**src/rtl/router_pkg.sv**
```systemverilog
// router_pkg: shared router parameters, FSM state type and link valid encoding
package router_pkg;
   localparam int PORTS     = 5;
   localparam int DATA_W    = 32;
   localparam int PKT_FLITS = 4;
   localparam int CREDITS   = 8;
   typedef enum logic [0:0] {IDLE, XFER} state_t;
   // {p, n} rail pairs; the rails are always complementary
   localparam logic [1:0] LINK_VALID = 2'b10;
   localparam logic [1:0] LINK_IDLE  = 2'b01;
endpackage

```
**src/rtl/rr_arbiter.sv**
```systemverilog
// rr_arbiter: combinational round-robin pick of the first request at or above ptr
//   req     in  N   request vector
//   ptr     in  IW  index where the scan starts, wrapping modulo N
//   gnt     out N   one-hot grant, zero when nothing requests
//   gnt_idx out IW  binary index of the granted request
module rr_arbiter
   import router_pkg::*;
#(
   parameter int N = PORTS,
   localparam int IW = $clog2(N)
) (
   input  logic [N-1:0]  req,
   input  logic [IW-1:0] ptr,
   output logic [N-1:0]  gnt,
   output logic [IW-1:0] gnt_idx
);
   int j;
   // scanning offsets downward lets the lowest offset from ptr win the overwrite
   always_comb begin
      j = 0;
      gnt_idx = '0;
      for (int k = N - 1; k >= 0; k--) begin
         j = int'(ptr) + k;
         j = j >= N ? j - N : j;
         if (req[IW'(j)]) gnt_idx = IW'(j);
      end
      gnt = req != '0 ? N'(1) << gnt_idx : '0;
   end
endmodule

```
**src/rtl/outport_ctrl.sv**
```systemverilog
// outport_ctrl: output-port stage arbitrating inports round-robin onto a credit-gated link
//   clk, rst        in   clock, synchronous active-high reset
//   port_rqs_in     in   per-inport request level, held until its packet completes
//   channel_data_in in   per-inport head flit, inport i at [i*DATA_W +: DATA_W]
//   credit_in       in   pulse: downstream freed one FIFO slot
//   arb_ack         out  one-hot pop pulse to the granted inport
//   output_channel  out  registered flit on the link
//   diff_pair_p/n   out  registered link valid rails (10 = valid, 01 = idle)
//   busy            out  packet transfer in progress
module outport_ctrl
   import router_pkg::*;
(
   input  logic                    clk,
   input  logic                    rst,
   input  logic [PORTS-1:0]        port_rqs_in,
   input  logic [PORTS*DATA_W-1:0] channel_data_in,
   input  logic                    credit_in,
   output logic [PORTS-1:0]        arb_ack,
   output logic [DATA_W-1:0]       output_channel,
   output logic                    diff_pair_p,
   output logic                    diff_pair_n,
   output logic                    busy
);
   localparam int IW = $clog2(PORTS);
   localparam int CW = $clog2(CREDITS + 1);
   localparam int FW = $clog2(PKT_FLITS + 1);
   state_t            state_q, state_d;
   logic [IW-1:0]     grant_q, grant_d, rr_ptr_q, rr_ptr_d, arb_idx;
   logic [PORTS-1:0]  arb_gnt;
   logic [CW-1:0]     credit_cnt_q, credit_cnt_d;
   logic [FW-1:0]     flit_cnt_q, flit_cnt_d;
   logic [DATA_W-1:0] out_q, out_d;
   logic [1:0]        link_q, link_d;
   logic              send, last, credit_inc;
   rr_arbiter #(.N(PORTS)) u_arb (
      .req     (port_rqs_in),
      .ptr     (rr_ptr_q),
      .gnt     (arb_gnt),
      .gnt_idx (arb_idx)
   );
   always_comb begin
      send = state_q == XFER && credit_cnt_q != '0 && port_rqs_in[grant_q];
      last = flit_cnt_q == FW'(PKT_FLITS - 1);
      arb_ack = send ? PORTS'(1) << grant_q : '0;
      // a credit arriving with a send cancels it, even when the counter is full
      credit_inc = credit_in && (send || credit_cnt_q != CW'(CREDITS));
      credit_cnt_d = send == credit_inc ? credit_cnt_q : send ? credit_cnt_q - 1'b1 : credit_cnt_q + 1'b1;
      state_d = state_q == IDLE ? (arb_gnt != '0 ? XFER : IDLE) : (send && last ? IDLE : XFER);
      grant_d = state_q == IDLE && arb_gnt != '0 ? arb_idx : grant_q;
      flit_cnt_d = send ? (last ? '0 : flit_cnt_q + 1'b1) : flit_cnt_q;
      rr_ptr_d = send && last ? (grant_q == IW'(PORTS - 1) ? '0 : grant_q + 1'b1) : rr_ptr_q;
      out_d = send ? channel_data_in[grant_q*DATA_W +: DATA_W] : out_q;
      link_d = send ? LINK_VALID : LINK_IDLE;
   end
   always_ff @(posedge clk) begin
      if (rst) begin
         state_q      <= IDLE;
         grant_q      <= '0;
         rr_ptr_q     <= '0;
         credit_cnt_q <= CW'(CREDITS);
         flit_cnt_q   <= '0;
         out_q        <= '0;
         link_q       <= LINK_IDLE;
      end else begin
         state_q      <= state_d;
         grant_q      <= grant_d;
         rr_ptr_q     <= rr_ptr_d;
         credit_cnt_q <= credit_cnt_d;
         flit_cnt_q   <= flit_cnt_d;
         out_q        <= out_d;
         link_q       <= link_d;
      end
   end
   assign output_channel = out_q;
   assign diff_pair_p    = link_q[1];
   assign diff_pair_n    = link_q[0];
   assign busy           = state_q == XFER;
endmodule

```
**config.mk**
```make
export PLATFORM = sky130hd
export DESIGN_NAME = outport_ctrl
export DESIGN_NICKNAME = d
export VERILOG_FILES = /design/src/rtl/router_pkg.sv /design/src/rtl/rr_arbiter.sv /design/src/rtl/outport_ctrl.sv
export SDC_FILE = /design/constraint.sdc
export NUM_CORES = 1
export LEC_CHECK = 0
export ABC_AREA = 1
export CAP_MARGIN = 10
export CORE_ASPECT_RATIO = 0.8
export CORE_UTILIZATION = 45
export DETAILED_ROUTE_END_ITERATION = 12
export PLACE_DENSITY_LB_ADDON = 0.3
export SKIP_CTS_REPAIR_TIMING = 1
export SLEW_MARGIN = 30
export SYNTH_ARGS = -nofsm -noshare
export SYNTH_HDL_FRONTEND = slang
export SYNTH_SLANG_ARGS = --single-unit
```
**constraint.sdc**
```tcl
create_clock -name clk -period 5.39 [get_ports clk]
set_input_delay 0.539 -clock clk [delete_from_list [all_inputs] [get_ports clk]]
set_output_delay 0.539 -clock clk [all_outputs]
set_load 0.005 [all_outputs]
```
==> results of run 1 <==
-- cells in the final DEF, fill, tap and decap left out, drive strengths merged, types with 16 or more instances in the layout --
cell           synthesis  final
a21oi                 50     50
clkdlybuf4s50          0    207
dfxtp                 48     48
ha                    16     16
inv                   41     41
nand2                 98     98
nand3                 79     79
nor2                 115    115
o21ai                 80     80
o22ai                 33     33
o31ai                 32     32
-- state kept, by name (all words and copies together) (netlist names) --
register,flops
credit_cnt_q,4
output_channel,32
grant_q,3
flit_cnt_q,3
rr_ptr_q,3
busy,1
link_q,2
-- worst reg2reg max path: cells and delay by family, from the launching register on --
kind,cells,cell delay (ps)
and+or+nand+nor,6,1410
AOI/OAI and AO/OA,4,870
adders and majority gates,1,250
buffers and inverters,2,300
DFF,1,330
-- cells by family (layout without fill, tap and decap cells) --
| kind of cell | count (synthesis) | count (layout) | share of synthesized area |
|---|---|---|---|
| AND/OR/NAND/NOR | 302 | 302 | 0.2914 |
| XOR/XNOR | 2 | 2 | 0.003942 |
| adder cells (fa/ha/maj) | 18 | 18 | 0.05405 |
| AO/OA/AOI/OAI | 201 | 201 | 0.3494 |
| buffers and inverters | 87 | 263 | 0.08502 |
| flip-flops | 48 | 48 | 0.2162 |
-- where the power goes --
| part | switching, uW | total [uW] | internal, uW |
|---|---|---|---|
| Sequential | 28.9 | 424 | 396 |
| Combinational | 303 | 576 | 273 |
| Clock | 131 | 349 | 218 |
-- Yosys cell counts (2+ instances only) --
cell,number
or2_2,2
dfxtp_1,48
buf_8,3
a21oi_1,50
nor3_1,2
ha_1,16
buf_2,12
clkbuf_1,30
nor2_1,113
nand2_1,96
o21ai_1,4
inv_1,38
xor2_1,2
inv_2,2
o21ai_0,76
o22ai_1,33
o31ai_1,3
fa_1,2
nand4_1,5
o31ai_4,29
nand3_1,78
-- worst max path at each step --
stage / depth (start not counted) / startpoint / end / slack, ps
5_1_grt: 6 / grant_q[0]$_SDFFE_PP0P_ / arb_ack[3] / 1780
2_1_floorplan: 17 / rr_ptr_q[0]$_SDFFE_PP0P_ / grant_q[1]$_SDFFE_PP0P_ / 3110
3_3_place_gp: 6 / port_rqs_in[4] / arb_ack[1] / 2240
3_5_place_dp: 15 / port_rqs_in[1] / credit_cnt_q[3]$_SDFFE_PP1P_ / 2150
4_1_cts: 6 / grant_q[0]$_SDFFE_PP0P_ / arb_ack[1] / 1950
6_report: 6 / grant_q[0]$_SDFFE_PP0P_ / arb_ack[4] / 1970
-- through the flow --
step	utilization	cells	setup slack (ps)	instance area (sq um)	total power [uW]
6_report	0.6932	953	1970	6661	1350
5_1_grt	0.6932	953	1780	6661	1428
4_1_cts	0.6932	953	1955	6661	1353
3_5_place_dp	0.6762	945	2146	6497	999.4
3_3_place_gp	0.6762	945	2237	6497	985.9
2_1_floorplan	-	658	3114	4444	745.3
-- metal layers --
layer	share of wire	global-route usage
met3	0.090	0.06577
met4	0.019	0.09101
met2	0.47	0.5286
met5	0	0
met1	0.42	0.3930
-- final cells by class --
cell class / count / area (sq um)
Inverter: 41 / 156.4
Tap cell: 119 / 148.9
Fill cell: 793 / 2948
Multi-Input combinational cell: 523 / 3105
Clock buffer: 6 / 128.9
Sequential cell: 48 / 962.2
Clock inverter: 2 / 35.03
Timing Repair Buffer: 214 / 2125
==> results.md, run 1 <==
* Status: finished, final reports clean
* Routed WL per cell at about 17 um
* Share of post-route cells with drive strength above 1 at 0.06835
* Clock tree buffer depth at 2
* Worst-margin pin slew at roughly 890 ps
* Relative slew slack at 0.4073
* Top cells by area, synth: dfxtp_1 (22%), o31ai_4 (14%), nor2_1 (9.5%)
* Hold Startpoint: flit_cnt_q[1]$_SDFFE_PP0P_
* Worst skew pair latency at 290 ps
* Synth Cell Area at ~4400 sq um
* DRC at 0
* H-Tree Depth at 2
* Fmax at approximately 0.3 GHz
* CP Launch Type: flop
* Reg-to-reg critical path startpoint: grant_q[0]$_SDFFE_PP0P_
* Setup TNS at 0 ps
* Gpl congestion at 1.009
* Leak at around 0.0027 uW
* CP peak stage delay at about 660 ps
* Worst Hold Endpoint: flit_cnt_q[1]$_SDFFE_PP0P_
* Post-Syn Instances at between 600 and 700
* First drt pass iteration count at 6
* Num rows at 32
* Final setup vio count at 0
* Synth Warn # at 0
* Leading area contributor after synthesis: dfxtp_1
* WP buf/inv at 1
* HP Class: flop to flop
* Fin. max-slew vios at 0
* Hold path cells at 2
* Worst Path Arrival at 2880 ps
* Synthesized area per cell at 6.754 sq um
* CP Capture Type: output pin
* EDFF count, synth at 0
* Largest net degree at the start of global routing at 70
* RSZ-0062 raised after global routing: no
* First-pass GRT wire length at 25,340 um
* Worst Skew at between 8 and 9 ps
* Synth-to-Final Area Change at 49.89%
* Top Ports at about 210
* CTS tree: built
* Flop2flop setup slack at ~2100 ps
* Largest vdd supply drop at approximately 0.15 mV
* Critical Path RT at 4850 ps
* Critical path's top delay family: simple AND/OR/NAND/NOR gates
* DRT iter0 DRCs at between 400 and 500
* Ys async rst share at 0
* Synth top area share at 0.2162
* Reg2Reg Depth at 13
* Max-capacitance violation count at 0
* Crit path time final at between 3000 and 4000 ps
* Synth Net Count at between 800 and 900
* Tot GR Track Use at 0.3108
* Clock Sink Count at 48
* Final period util at 0.6345
* # diodes at 0
* Slowest cell on crit path: nor2_4
* Clock transition at the registers of the reported paths at 60 ps
* Height of the die at around 91 um
* Power per cell area at between 200 and 250 nW/um^2
* Vias in the first global route at 5,256
* Buffers on Ports at about 210
* Antenna Violating Nets Remaining at 0
* Crit path kind: flop to output pin
* Ys flop type: dfxtp_1
* Hold slack at roughly 480 ps
* CP Cell Sequence: nor2_4 > a21oi_1 > a311oi_2 > nand2_4 > nor2_1 > clkdlybuf4s50_1
* Final Net Count at slightly above 1,000
* Critical-path maximum fanout at 46
* Initial antenna violation count at 0
* CTS Buf Count at 5
* Die width at ~110 um
* Core area at about 9600 sq um
* Synthesized flop and latch total at 48
* Vias post-DR at about 5,400
* Root Driver: clkbuf_16
* Die ar. at 10,280 sq um
* Detailed placement HPWL at about 12,000 um
* Initial core utilization at 0.4625
* Total Wirelength at between 15,000 and 20,000 um
* Final Hold Vio Count at 0
* Gr ovfl total at 0
* Register area share after synthesis at 0.2162
* Reg-to-reg endpoint: credit_cnt_q[3]$_SDFFE_PP1P_
* Via density at between 5 and 6
* Synth unique cells at 35
Note: power is estimated with default switching activity, not from simulation.
==> run 2, diff against run 1 <==
--- a/config.mk
+++ b/config.mk
@@ -8,7 +8,7 @@
 export ABC_AREA = 1
 export CAP_MARGIN = 10
 export CORE_ASPECT_RATIO = 0.8
-export CORE_UTILIZATION = 45
+export CORE_UTILIZATION = 38
 export DETAILED_ROUTE_END_ITERATION = 12
 export PLACE_DENSITY_LB_ADDON = 0.3
 export SKIP_CTS_REPAIR_TIMING = 1
==> constraint.sdc (replaced) <==
create_clock -name clk -period 3 [get_ports clk]
set_input_delay 0.3 -clock clk [delete_from_list [all_inputs] [get_ports clk]]
set_output_delay 0.3 -clock clk [all_outputs]
set_load 0.005 [all_outputs]
==> run 2 against run 1 <==
  * Global-route usage decreased by 4.9 points
  * Routed wire length increased by 0.34%
  * Die area increased by 18%
==> results.md, run 2 (synthesis results as in run 1) <==
* Buffers on Ports at 207 (unchanged)
* Largest register FFs at 32 (unchanged)
* Final Cell Area at 6733 sq um (+1.1%)
* Gpl congestion at 1.011 (+0.22%)
* CP Launch Type: flop
* Die width at 122.9 um (+8.7%)
* Antenna Violating Nets Remaining at 0 (unchanged)
* Worst Hold Endpoint: flit_cnt_q[1]$_SDFFE_PP0P_
* CP Cell Sequence: inv_1 > ha_1 > nand2_1 > nand2_1 > o21ai_0 > nand3_1 > a21boi_0 > nand3_1 > nand2_1 > nand2_1 > nand2_1 > a21oi_1
* Final Net Count at 1,027 (+0.79%)
* Fin. max-slew vios at 0 (unchanged)
* Hold Startpoint: flit_cnt_q[1]$_SDFFE_PP0P_
* Reg-to-reg critical path startpoint: rr_ptr_q[1]$_SDFFE_PP0P_
* Via density at 5.476 (-4.0%)
* Most frequent cells in the layout: clkdlybuf4s50_1 (207), nor2_1 (113), nand2_1 (96), nand3_1 (78), o21ai_0 (76)
* Flop2flop setup slack at 340 ps (-1750 ps)
* Num rows at 34 (+6.3%)
* Vias post-DR at 5,399 (-0.72%)
* First-pass GRT wire length at 25,040 um (-1.2%)
* Leak at 0.002731 uW (+1.2%)
* CTS Buf Count at 5 (unchanged)
* Reg2Reg Depth at 12 (-1)
* Max-capacitance violation count at 0 (unchanged)
* First drt pass iteration count at 6 (unchanged)
* Critical Path RT at 3210 ps (-1640 ps)
* WP buf/inv at 1 (unchanged)
* Root Driver: clkbuf_16
* Core area at 11,150 sq um (+16%)
* Worst skew pair latency at 290 ps (about the same)
* Routed WL per cell at 16.54 um (-3.0%)
* Top Ports at 208 (unchanged)
* Area after DPL at 6589 sq um (+1.4%)
* DRT iter0 DRCs at 345 (-18%)
* DRC at 0 (unchanged)
* Synth-to-Final Area Change at 51.49%
* CP peak stage delay at 550 ps (-110 ps)
* Clock transition at the registers of the reported paths at 60 ps (about the same)
* Final Hold Vio Count at 0 (unchanged)
* Initial antenna violation count at 0 (unchanged)
* Post-Layout Cell Count at 986 (+3.5%)
* HP Class: flop to flop
* Initial core utilization at 0.3987 (-0.06376)
* Critical path's top delay family: simple AND/OR/NAND/NOR gates
* Clock Sink Count at 48 (unchanged)
* Most numerous cell on the critical path: nand2_1
* Slowest cell on crit path: dfxtp_1
* Relative slew slack at 0.4179 (+0.01066)
* Crit path kind: flop to flop
* Fmax at between 0.3 and 0.4 GHz
* Height of the die at 98.73 um (+8.6%)
* Vias in the first global route at 5,114 (-2.7%)
* Status: finished, final reports clean
* H-Tree Depth at 2 (unchanged)
* Largest vdd supply drop at 0.2247 mV (+46%)
* Final period util at 0.8853
* Reg-to-reg endpoint: grant_q[1]$_SDFFE_PP0P_
* Die ar. at 12,130 sq um (+18%)
* RSZ-0062 raised after global routing: no
* CP Capture Type: flop
* CTS tree: built
* Worst Path Arrival at 2870 ps (about the same)
* # diodes at 0 (unchanged)
* Power per cell area at 348.3 nW/um^2 (+72%)
* Commonest non-fill, non-tap cell in the layout: clkdlybuf4s50_1
* Total Wirelength at 16,300 um (+0.34%)
* Hold path cells at 2 (unchanged)
* Gr ovfl total at 0 (unchanged)
* Critical-path maximum fanout at 8 (-83%)
* Final setup vio count at 0 (unchanged)
* Fillers at 1,021 (+29%)
* Worst-margin pin slew at 873.1 ps (-15.99 ps)
* Setup TNS at 0 ps (unchanged)
* Tot GR Track Use at 0.2618 (-0.04892)
* Worst Skew at 7.395 ps (-1.513 ps)
* Clock tree buffer depth at 2 (unchanged)
* Crit path time final at between 2000 and 3000 ps
* Detailed placement HPWL at 12,550 um (+6.9%)
* Dpl cells at 978 (+3.5%)
* Final Core Density at 0.6041 (-0.08916)
* Largest net degree at the start of global routing at 45 (-36%)
* Share of post-route cells with drive strength above 1 at 0.07838 (+0.01004)
run 2: cell types whose count changed in the layout (fill, tap and decap cells not counted):
| cell | delta |
|---|---|
| clkbuf_1 | -1 |
| clkinv_2 | +1 |
| clkinv_4 | +1 |
| buf_4 | +8 |
| bufinv_16 | -1 |
run 2: layer usage:
metal	track usage	vias to the layer above	wire length, um
met4	0.05159	0	205
met5	0	-	0
li1	-	2645	-
met3	0.04919	14	1410
met1	0.3345	2490	6963
met2	0.4559	250	7725
run 2: worst max-delay path by stage:
stage | to | slack (ps) | from | cells after the start
after floorplan | grant_q[1]$_SDFFE_PP0P_ | 720 | rr_ptr_q[0]$_SDFFE_PP0P_ | 17
after global placement | credit_cnt_q[3]$_SDFFE_PP1P_ | 310 | port_rqs_in[1] | 15
after detailed placement | credit_cnt_q[3]$_SDFFE_PP1P_ | 190 | port_rqs_in[1] | 15
after CTS | arb_ack[1] | 400 | grant_q[2]$_SDFFE_PP0P_ | 6
after global routing | grant_q[0]$_SDFFE_PP0P_ | 140 | rr_ptr_q[1]$_SDFFE_PP0P_ | 19
final | grant_q[1]$_SDFFE_PP0P_ | 340 | rr_ptr_q[1]$_SDFFE_PP0P_ | 12
run 2: worst min-delay path, delay by kind of cell, from the launching register on:
kind	cells	cell delay (ps)
flip-flops	1	310
AND/OR/NAND/NOR	2	120
run 2: cell type report:
| class | count | area, sq um | share of cell area |
|---|---|---|---|
| Sequential cell | 48 | 962.2 | 0.1429 |
| Inverter | 41 | 156.4 | 0.02323 |
| Timing Repair Buffer | 222 | 2185 | 0.3245 |
| Tap cell | 144 | 180.2 | 0.02676 |
| Clock inverter | 3 | 18.77 | 0.002788 |
| Clock buffer | 5 | 125.1 | 0.01858 |
| Multi-Input combinational cell | 523 | 3105 | 0.4613 |
run 2: per-stage QoR:
stage	setup slack [ps]	hold slack [ps]	power, uW
4_1_cts	397.9	482.0	2360
3_3_place_gp	312.9	463.1	1783
5_1_grt	139.7	500.0	2482
3_5_place_dp	194.5	470.9	1805
2_1_floorplan	723.8	369.1	1339
6_report	344.2	478.3	2345
run 2: where the power goes:
group / leakage [uW] / internal [uW] / total [uW] / switching, uW
clock: 0.0000736 / 308 / 551 / 243
combinational: 0.00226 / 498 / 1030 / 535
sequential: 0.000392 / 711 / 761 / 50.6
